==> src/rtl/mem_arbiter.sv <==
// mem_arbiter: two-master round-robin arbiter for the valid/ready memory bus.
// Master 0 is the CPU and master 1 is a secondary master. Each grant is held
// for exactly one complete transfer. There is always at least one IDLE cycle
// between grants.
// Optional feature: define MEM_ARBITER_TIMEOUT_EN to compile in the watchdog.
// The watchdog ends a transfer that the slave never acknowledges. It returns
// ready with rdata=0 and pulses bus_error.
module mem_arbiter #(
    parameter int unsigned TIMEOUT_CYCLES = 255
) (
    input  logic        clk,
    input  logic        reset_n,
    input  logic        m0_valid,
    input  logic [31:0] m0_addr,
    input  logic [31:0] m0_wdata,
    input  logic [3:0]  m0_wstrb,
    input  logic        m0_instr,
    output logic        m0_ready,
    output logic [31:0] m0_rdata,
    input  logic        m1_valid,
    input  logic [31:0] m1_addr,
    input  logic [31:0] m1_wdata,
    input  logic [3:0]  m1_wstrb,
    input  logic        m1_instr,
    output logic        m1_ready,
    output logic [31:0] m1_rdata,
    output logic        s_valid,
    output logic [31:0] s_addr,
    output logic [31:0] s_wdata,
    output logic [3:0]  s_wstrb,
    output logic        s_instr,
    input  logic        s_ready,
    input  logic [31:0] s_rdata,
    output logic [1:0]  grant,
    output logic        bus_error
);

    typedef enum logic [1:0] {IDLE, GRANT0, GRANT1} state_t;

    state_t state, state_nxt;
    logic   last_grant, last_grant_nxt;
    logic   active;
    logic   sel_m1;
    logic   sel_valid;
    logic   expire;

    // Reset gates the outputs so the bus is quiet while reset_n is low.
    assign active    = (state != IDLE) && reset_n;
    assign sel_m1    = (state == GRANT1);
    assign sel_valid = sel_m1 ? m1_valid : m0_valid;

`ifdef MEM_ARBITER_TIMEOUT_EN
    logic [15:0] wd_cnt;

    // A withdrawn request or a late s_ready takes priority over expiry.
    assign expire = active && sel_valid && !s_ready && (wd_cnt == 16'(TIMEOUT_CYCLES));

    // Watchdog counter: cleared in IDLE (so every grant starts at 0), counts
    // grant cycles without s_ready, and saturates.
    always_ff @(posedge clk) begin
        if (!reset_n) begin
            wd_cnt <= '0;
        end else if (state == IDLE) begin
            wd_cnt <= '0;
        end else if (!s_ready && (wd_cnt != 16'hFFFF)) begin
            wd_cnt <= wd_cnt + 16'd1;
        end
    end
`else
    logic unused_timeout;

    assign expire         = 1'b0;
    assign unused_timeout = (TIMEOUT_CYCLES != 0);
`endif

    // State and round-robin pointer registers.
    // NOTE: sequential state uses non-blocking (<=) so every flop samples pre-edge values.
    always_ff @(posedge clk) begin
        if (!reset_n) begin
            state      <= IDLE;
            last_grant <= 1'b1;
        end else begin
            state      <= state_nxt;
            last_grant <= last_grant_nxt;
        end
    end

    // Next-state logic: arbitration in IDLE, and termination out of a grant.
    // NOTE: defaults are assigned first so no path leaves a variable unassigned (no latch).
    always_comb begin
        state_nxt      = state;
        last_grant_nxt = last_grant;
        case (state)
            IDLE: begin
                if (m0_valid && (!m1_valid || last_grant)) begin
                    state_nxt      = GRANT0;
                    last_grant_nxt = 1'b0;
                end else if (m1_valid) begin
                    state_nxt      = GRANT1;
                    last_grant_nxt = 1'b1;
                end
            end
            GRANT0, GRANT1: begin
                if (s_ready || !sel_valid || expire) begin
                    state_nxt = IDLE;
                end
            end
            default: state_nxt = IDLE;
        endcase
    end

    // Output mux: route the owner's request downstream and the response back.
    always_comb begin
        s_valid   = 1'b0;
        s_addr    = '0;
        s_wdata   = '0;
        s_wstrb   = '0;
        s_instr   = 1'b0;
        grant     = 2'b00;
        m0_ready  = 1'b0;
        m0_rdata  = '0;
        m1_ready  = 1'b0;
        m1_rdata  = '0;
        bus_error = expire;
        if (active) begin
            s_valid = sel_valid && !expire;
            if (sel_m1) begin
                grant    = 2'b10;
                s_addr   = m1_addr;
                s_wdata  = m1_wdata;
                s_wstrb  = m1_wstrb;
                s_instr  = m1_instr;
                m1_ready = (sel_valid && s_ready) || expire;
                m1_rdata = expire ? 32'h0 : s_rdata;
            end else begin
                grant    = 2'b01;
                s_addr   = m0_addr;
                s_wdata  = m0_wdata;
                s_wstrb  = m0_wstrb;
                s_instr  = m0_instr;
                m0_ready = (sel_valid && s_ready) || expire;
                m0_rdata = expire ? 32'h0 : s_rdata;
            end
        end
    end

endmodule

==> config.mk <==
export PLATFORM = sky130hd
export DESIGN_NAME = mem_arbiter
export DESIGN_NICKNAME = d
export VERILOG_FILES = /design/src/rtl/mem_arbiter.sv
export SDC_FILE = /design/constraint.sdc
export NUM_CORES = 1
export LEC_CHECK = 0
export ABC_AREA = 1
export CELL_PAD_IN_SITES_DETAIL_PLACEMENT = 2
export CELL_PAD_IN_SITES_GLOBAL_PLACEMENT = 2
export CORE_MARGIN = 1
export CORE_UTILIZATION = 10
export CTS_CLUSTER_DIAMETER = 50
export CTS_CLUSTER_SIZE = 28
export DETAILED_ROUTE_END_ITERATION = 8
export HOLD_SLACK_MARGIN = 0.05
export PLACE_DENSITY_LB_ADDON = 0.1
export SYNTH_ARGS = -nofsm -noshare
export SYNTH_HDL_FRONTEND = slang
export SYNTH_SLANG_ARGS = --single-unit
export TNS_END_PERCENT = 20
==> constraint.sdc <==
create_clock -name clk -period 4.85 [get_ports clk]
set_input_delay 1.455 -clock clk [delete_from_list [all_inputs] [get_ports clk]]
set_output_delay 1.455 -clock clk [all_outputs]
set_load 0.02 [all_outputs]
### Yosys cells after proc, flatten, opt, wreduce, memory -nomap -nowiden

Cells that the tools add are included.
W data, S select, Z words.

* add/sub/neg operators: 0
* $mul: 0
* divide/modulo/power cells: 0
* $lt $le $gt $ge: 0
* equality and inequality tests: 4
* shifts and indexed selects: 0
* muxes and demuxes: 26
* bitwise gates (word level): 0
* reductions and logical operators: 13

Operator list (number)
* $mux W32: 8
* $mux W1: 10
* $mux W2: 5
* $mux W4: 2
* $pmux W2 S2: 1
* $reduce_and A2 Y1: 2
* $reduce_bool A2 Y1: 2
* $logic_and A1 B1 Y1: 3
* $ne A3 B3 Y1 const B: 1
* $eq A2 B1 Y1 const B: 1
* $eq A2 B2 Y1 const B: 1
* $logic_not A1 Y1: 2
* $logic_not A2 Y1: 1
* $logic_or A1 B1 Y1: 2
* $ne A2 B2 Y1 const B: 1
* $reduce_or A2 Y1: 1

* bits in registers: 3
* bits in latches: 0
* bits in writable memories: 0
* bits in read-only memories: 0
* input bits: 175
* word-level logic and storage cells: 45
* memories kept: 0

### Depth between registers and ports, before layout

* depth after elaboration: 6
* depth in mapped cells: 9
* depth with buffers taken out: 9

### Least setup slack after synthesis

OpenSTA, ideal clock, no wires.

* path kind: in2out
* start: input port reset_n
* end: output port s_addr[22]
* arrival: 2.181 ns
* slack: 1.214 ns
* cell stages on the path: 7
* cell sequence: inv_2 > nor2_4 > nand2_2 > inv_2 > buf_4 > nand2_1 > nand2_1

* word-level cells in the longest chain between the ends: 2

RTL lines
* from (decl): RTL line 12 `input logic reset_n,`
* $logic_and A1 B1 Y1: RTL line 48 `assign active = (state != IDLE) && reset_n;`
* $mux W32: RTL line 125 `if (active) begin`
* to (decl): RTL line 28 `output logic [31:0] s_addr,`

Every way passes these cells.

### Worst setup path in the final report

* start: input port reset_n
* end: output port s_wdata[19]

* word-level cells in the longest chain between the ends: 2

RTL lines
* $logic_and A1 B1 Y1: RTL line 48
* $mux W32: RTL line 125
* to (decl): RTL line 29 `output logic [31:0] s_wdata,`

Every way passes these cells.

==> summary.md <==
| Metric | Value |
|---|---|
| Max clock buf depth | `2` |
| Inserted Diodes | `0` |
| FP Rows | `45` |
| Setup TNS | `0 ns` |
| Most instantiated cells after synthesis | `nand2_1 (216), nor2_1 (68), inv_1 (39)` |
| Placed Cells | `853` |
| Final setup margin | `0.120 ns` |
| Initial Util | `0.102` |
| Pre-CTS setup slack | `roughly 0.045 ns` |
| Fmax | `about 210 MHz` |
| DRC | `0` |
| Dominant cells by area after synthesis | `nand2_1 (52%), nor2_1 (16%), inv_1 (9.4%)` |
| Vias per inst | `3.88` |
| Layout area overhead | `224%` |
| LEAKAGE | `2.92 nW` |
| Final Hold Fails | `0` |
| Vias in the first global route | `about 3,700` |
| Worst EP required | `3.39 ns` |
| Yosys reg bits | `3` |
| Gr ovfl total | `0` |
| Status | `finished clean` |
| Cell variety after synth | `17` |
| Area of the multi-input gates | `1160 um^2` |
| CP Data Arrival Time | `3.28 ns` |
| Avg Cell Area, Syn | `approximately 4.3 um^2` |
| Top cell type's share of synthesized area | `0.520` |
| CP Launch Type | `primary input` |
| Fill count | `1,800` |
| Die area | `16,100 um^2` |
| CTS tree | `built` |
| FF+latch area | `~60 um^2` |
| Asr flop ratio synth | `0` |
| Crit path time final | `4.73 ns` |
| Via count | `3,329` |
| Most frequent cell after synthesis | `nand2_1` |
| DRT Wirelength | `13,800 um` |
| Area leader, netlist | `nand2_1` |
| Maximum vdd drop | `0.000133 V` |
| Main flop type after synthesis | `dfxtp_1` |
| Dpl cell area | `4870 um^2` |
| Worst-path fanout max | `42` |
| Num CTS Buffers | `3` |
| Post-synth EDFFs | `0` |
| Pins Over Slew Limit | `0` |
| Pwr dens | `129 nW/um^2` |
| DR pass1 iterations | `4` |
| Clk pin slew, worst setup/hold paths | `around 0.03 ns` |
| Sequential element share of the synthesized area | `0.0386` |
| I/O pin count | `314` |
| # clock sinks | `3` |
| Final HPWL DP | `about 12,000 um` |
| Largest net degree at the start of global routing | `43` |
| Core area | `15,200 um^2` |
| Final instance area | `between 5000 and 6000 um^2` |
| Drt wl/cell | `about 16 um` |
| Yosys warns | `0` |
| I/O Buffers | `312` |
| RD Place Congestion | `0.789` |
| All-layer global routing usage | `0.162` |
| Post-Layout Cell Count | `857` |
| Layout cells sized above 1 | `0.0269` |
| Critical path class | `in2out` |
| Synthesized Nets | `543` |
| Hold crit path type | `reg2reg` |
| Clk_lat worst skew | `0.23 ns` |
| Initial antenna violation count | `0` |
| Tcrit/Tclk final | `0.975` |
| Die Y | `127 um` |
| Clk_skew | `between 0.001 and 0.0015 ns` |
| Net count, final | `847` |
| Remaining antenna violation count | `0` |
| Die width | `127 um` |
| Area of the mapped netlist | `1560 um^2` |
| Global-route wire length before repair | `20,300 um` |
| Initial DRC Count | `85` |
| H-Tree Depth | `1` |
| Clock root cell | `clkbuf_16` |
| Max-cap violations | `0` |
| Final setup viols | `0` |
| RSZ-0062 raised after global routing | `no` |
| CP Capture Type | `output pin` |
| Mapped Cells | `366` |
## registers in the layout, indices dropped and copies added, names as in the netlist
| signal | flops |
|---|---|
| last_grant | 1 |
| state | 2 |
## per-layer routing
layer	share of wire	global-route usage	vias to the layer above
met5	0	0	-
met4	0.0061	0.0238	0
met3	0.085	0.0447	6
met2	0.55	0.327	162
met1	0.36	0.166	1513
li1	-	-	1648
## area by class of cell
class,count,share of cell area
repair buffers,320,0.662
well taps,188,0.0467
multi-input cells,299,0.231
clock buffers,4,0.0156
flip-flops and latches,3,0.0119
inverters,43,0.0325
## where the power goes
| group | switching [mW] | total [mW] | internal [mW] | leakage (nW) |
|---|---|---|---|---|
| registers | 0.00164 | 0.0295 | 0.0279 | 0.0248 |
| logic | 0.225 | 0.486 | 0.261 | 2.86 |
| clock network | 0.0253 | 0.134 | 0.109 | 0.0382 |
| total | 0.252 | 0.649 | 0.397 | 2.92 |
## stage by stage
step | util | power (mW) | hold slack, ns
after floorplan | - | 0.219 | 0.439
after global placement | 0.320 | 0.516 | 0.473
after detailed placement | 0.320 | 0.526 | 0.482
after CTS | 0.326 | 0.667 | 0.486
after global routing | 0.332 | 0.692 | 0.517
final | 0.332 | 0.649 | 0.479
## layout by cell type (no fill, tap or decap)
master	count
conb_1	1
nand2_1	216
inv_4	1
dlymetal6s2s_1	37
clkbuf_16	3
a21oi_1	4
nand3_1	2
clkbuf_1	1
nor2_1	68
ha_1	2
o21ai_0	2
inv_1	39
buf_4	3
buf_12	5
dfxtp_1	3
nand2_2	2
and2_1	1
inv_2	3
clkdlybuf4s50_1	275
nor2_4	1
## final timing paths
path / startpoint / end / slack [ns] / cells after the start
worst max register to register: state[0]$_SDFFE_PN0P_ / state[0]$_SDFFE_PN0P_ / 3.50 / 9
worst min-delay path: last_grant$_SDFFE_PN1P_ / last_grant$_SDFFE_PN1P_ / 0.48 / 2
worst max-delay path: reset_n / s_wdata[19] / 0.12 / 9
worst min register to register: last_grant$_SDFFE_PN1P_ / last_grant$_SDFFE_PN1P_ / 0.48 / 2
## critical path, stage by stage
cell             delay (ns)
clkdlybuf4s50_1        0.47
inv_2                  0.06
nor2_4                 0.11
nand2_2                0.07
inv_2                  0.11
buf_12                 0.23
nand2_1                0.08
nand2_1                0.06
clkdlybuf4s50_1        0.61
## cell families after synthesis
family	after synthesis	share of synthesized area
flip-flops	3	0.0386
adder cells (fa/ha/maj)	2	0.0161
other	1	0.00241
buffers and inverters	64	0.214
AO/OA/AOI/OAI	6	0.0193
AND/OR/NAND/NOR	290	0.710
## repair_timing
item | 4_1_cts | 5_1_grt
setup endpoints to repair | 0 | 37
hold buffers | 0 | 0
gates resized for setup | 0 | 37
setup buffers | 0 | 0
Note: power is estimated with default switching activity, not from simulation.
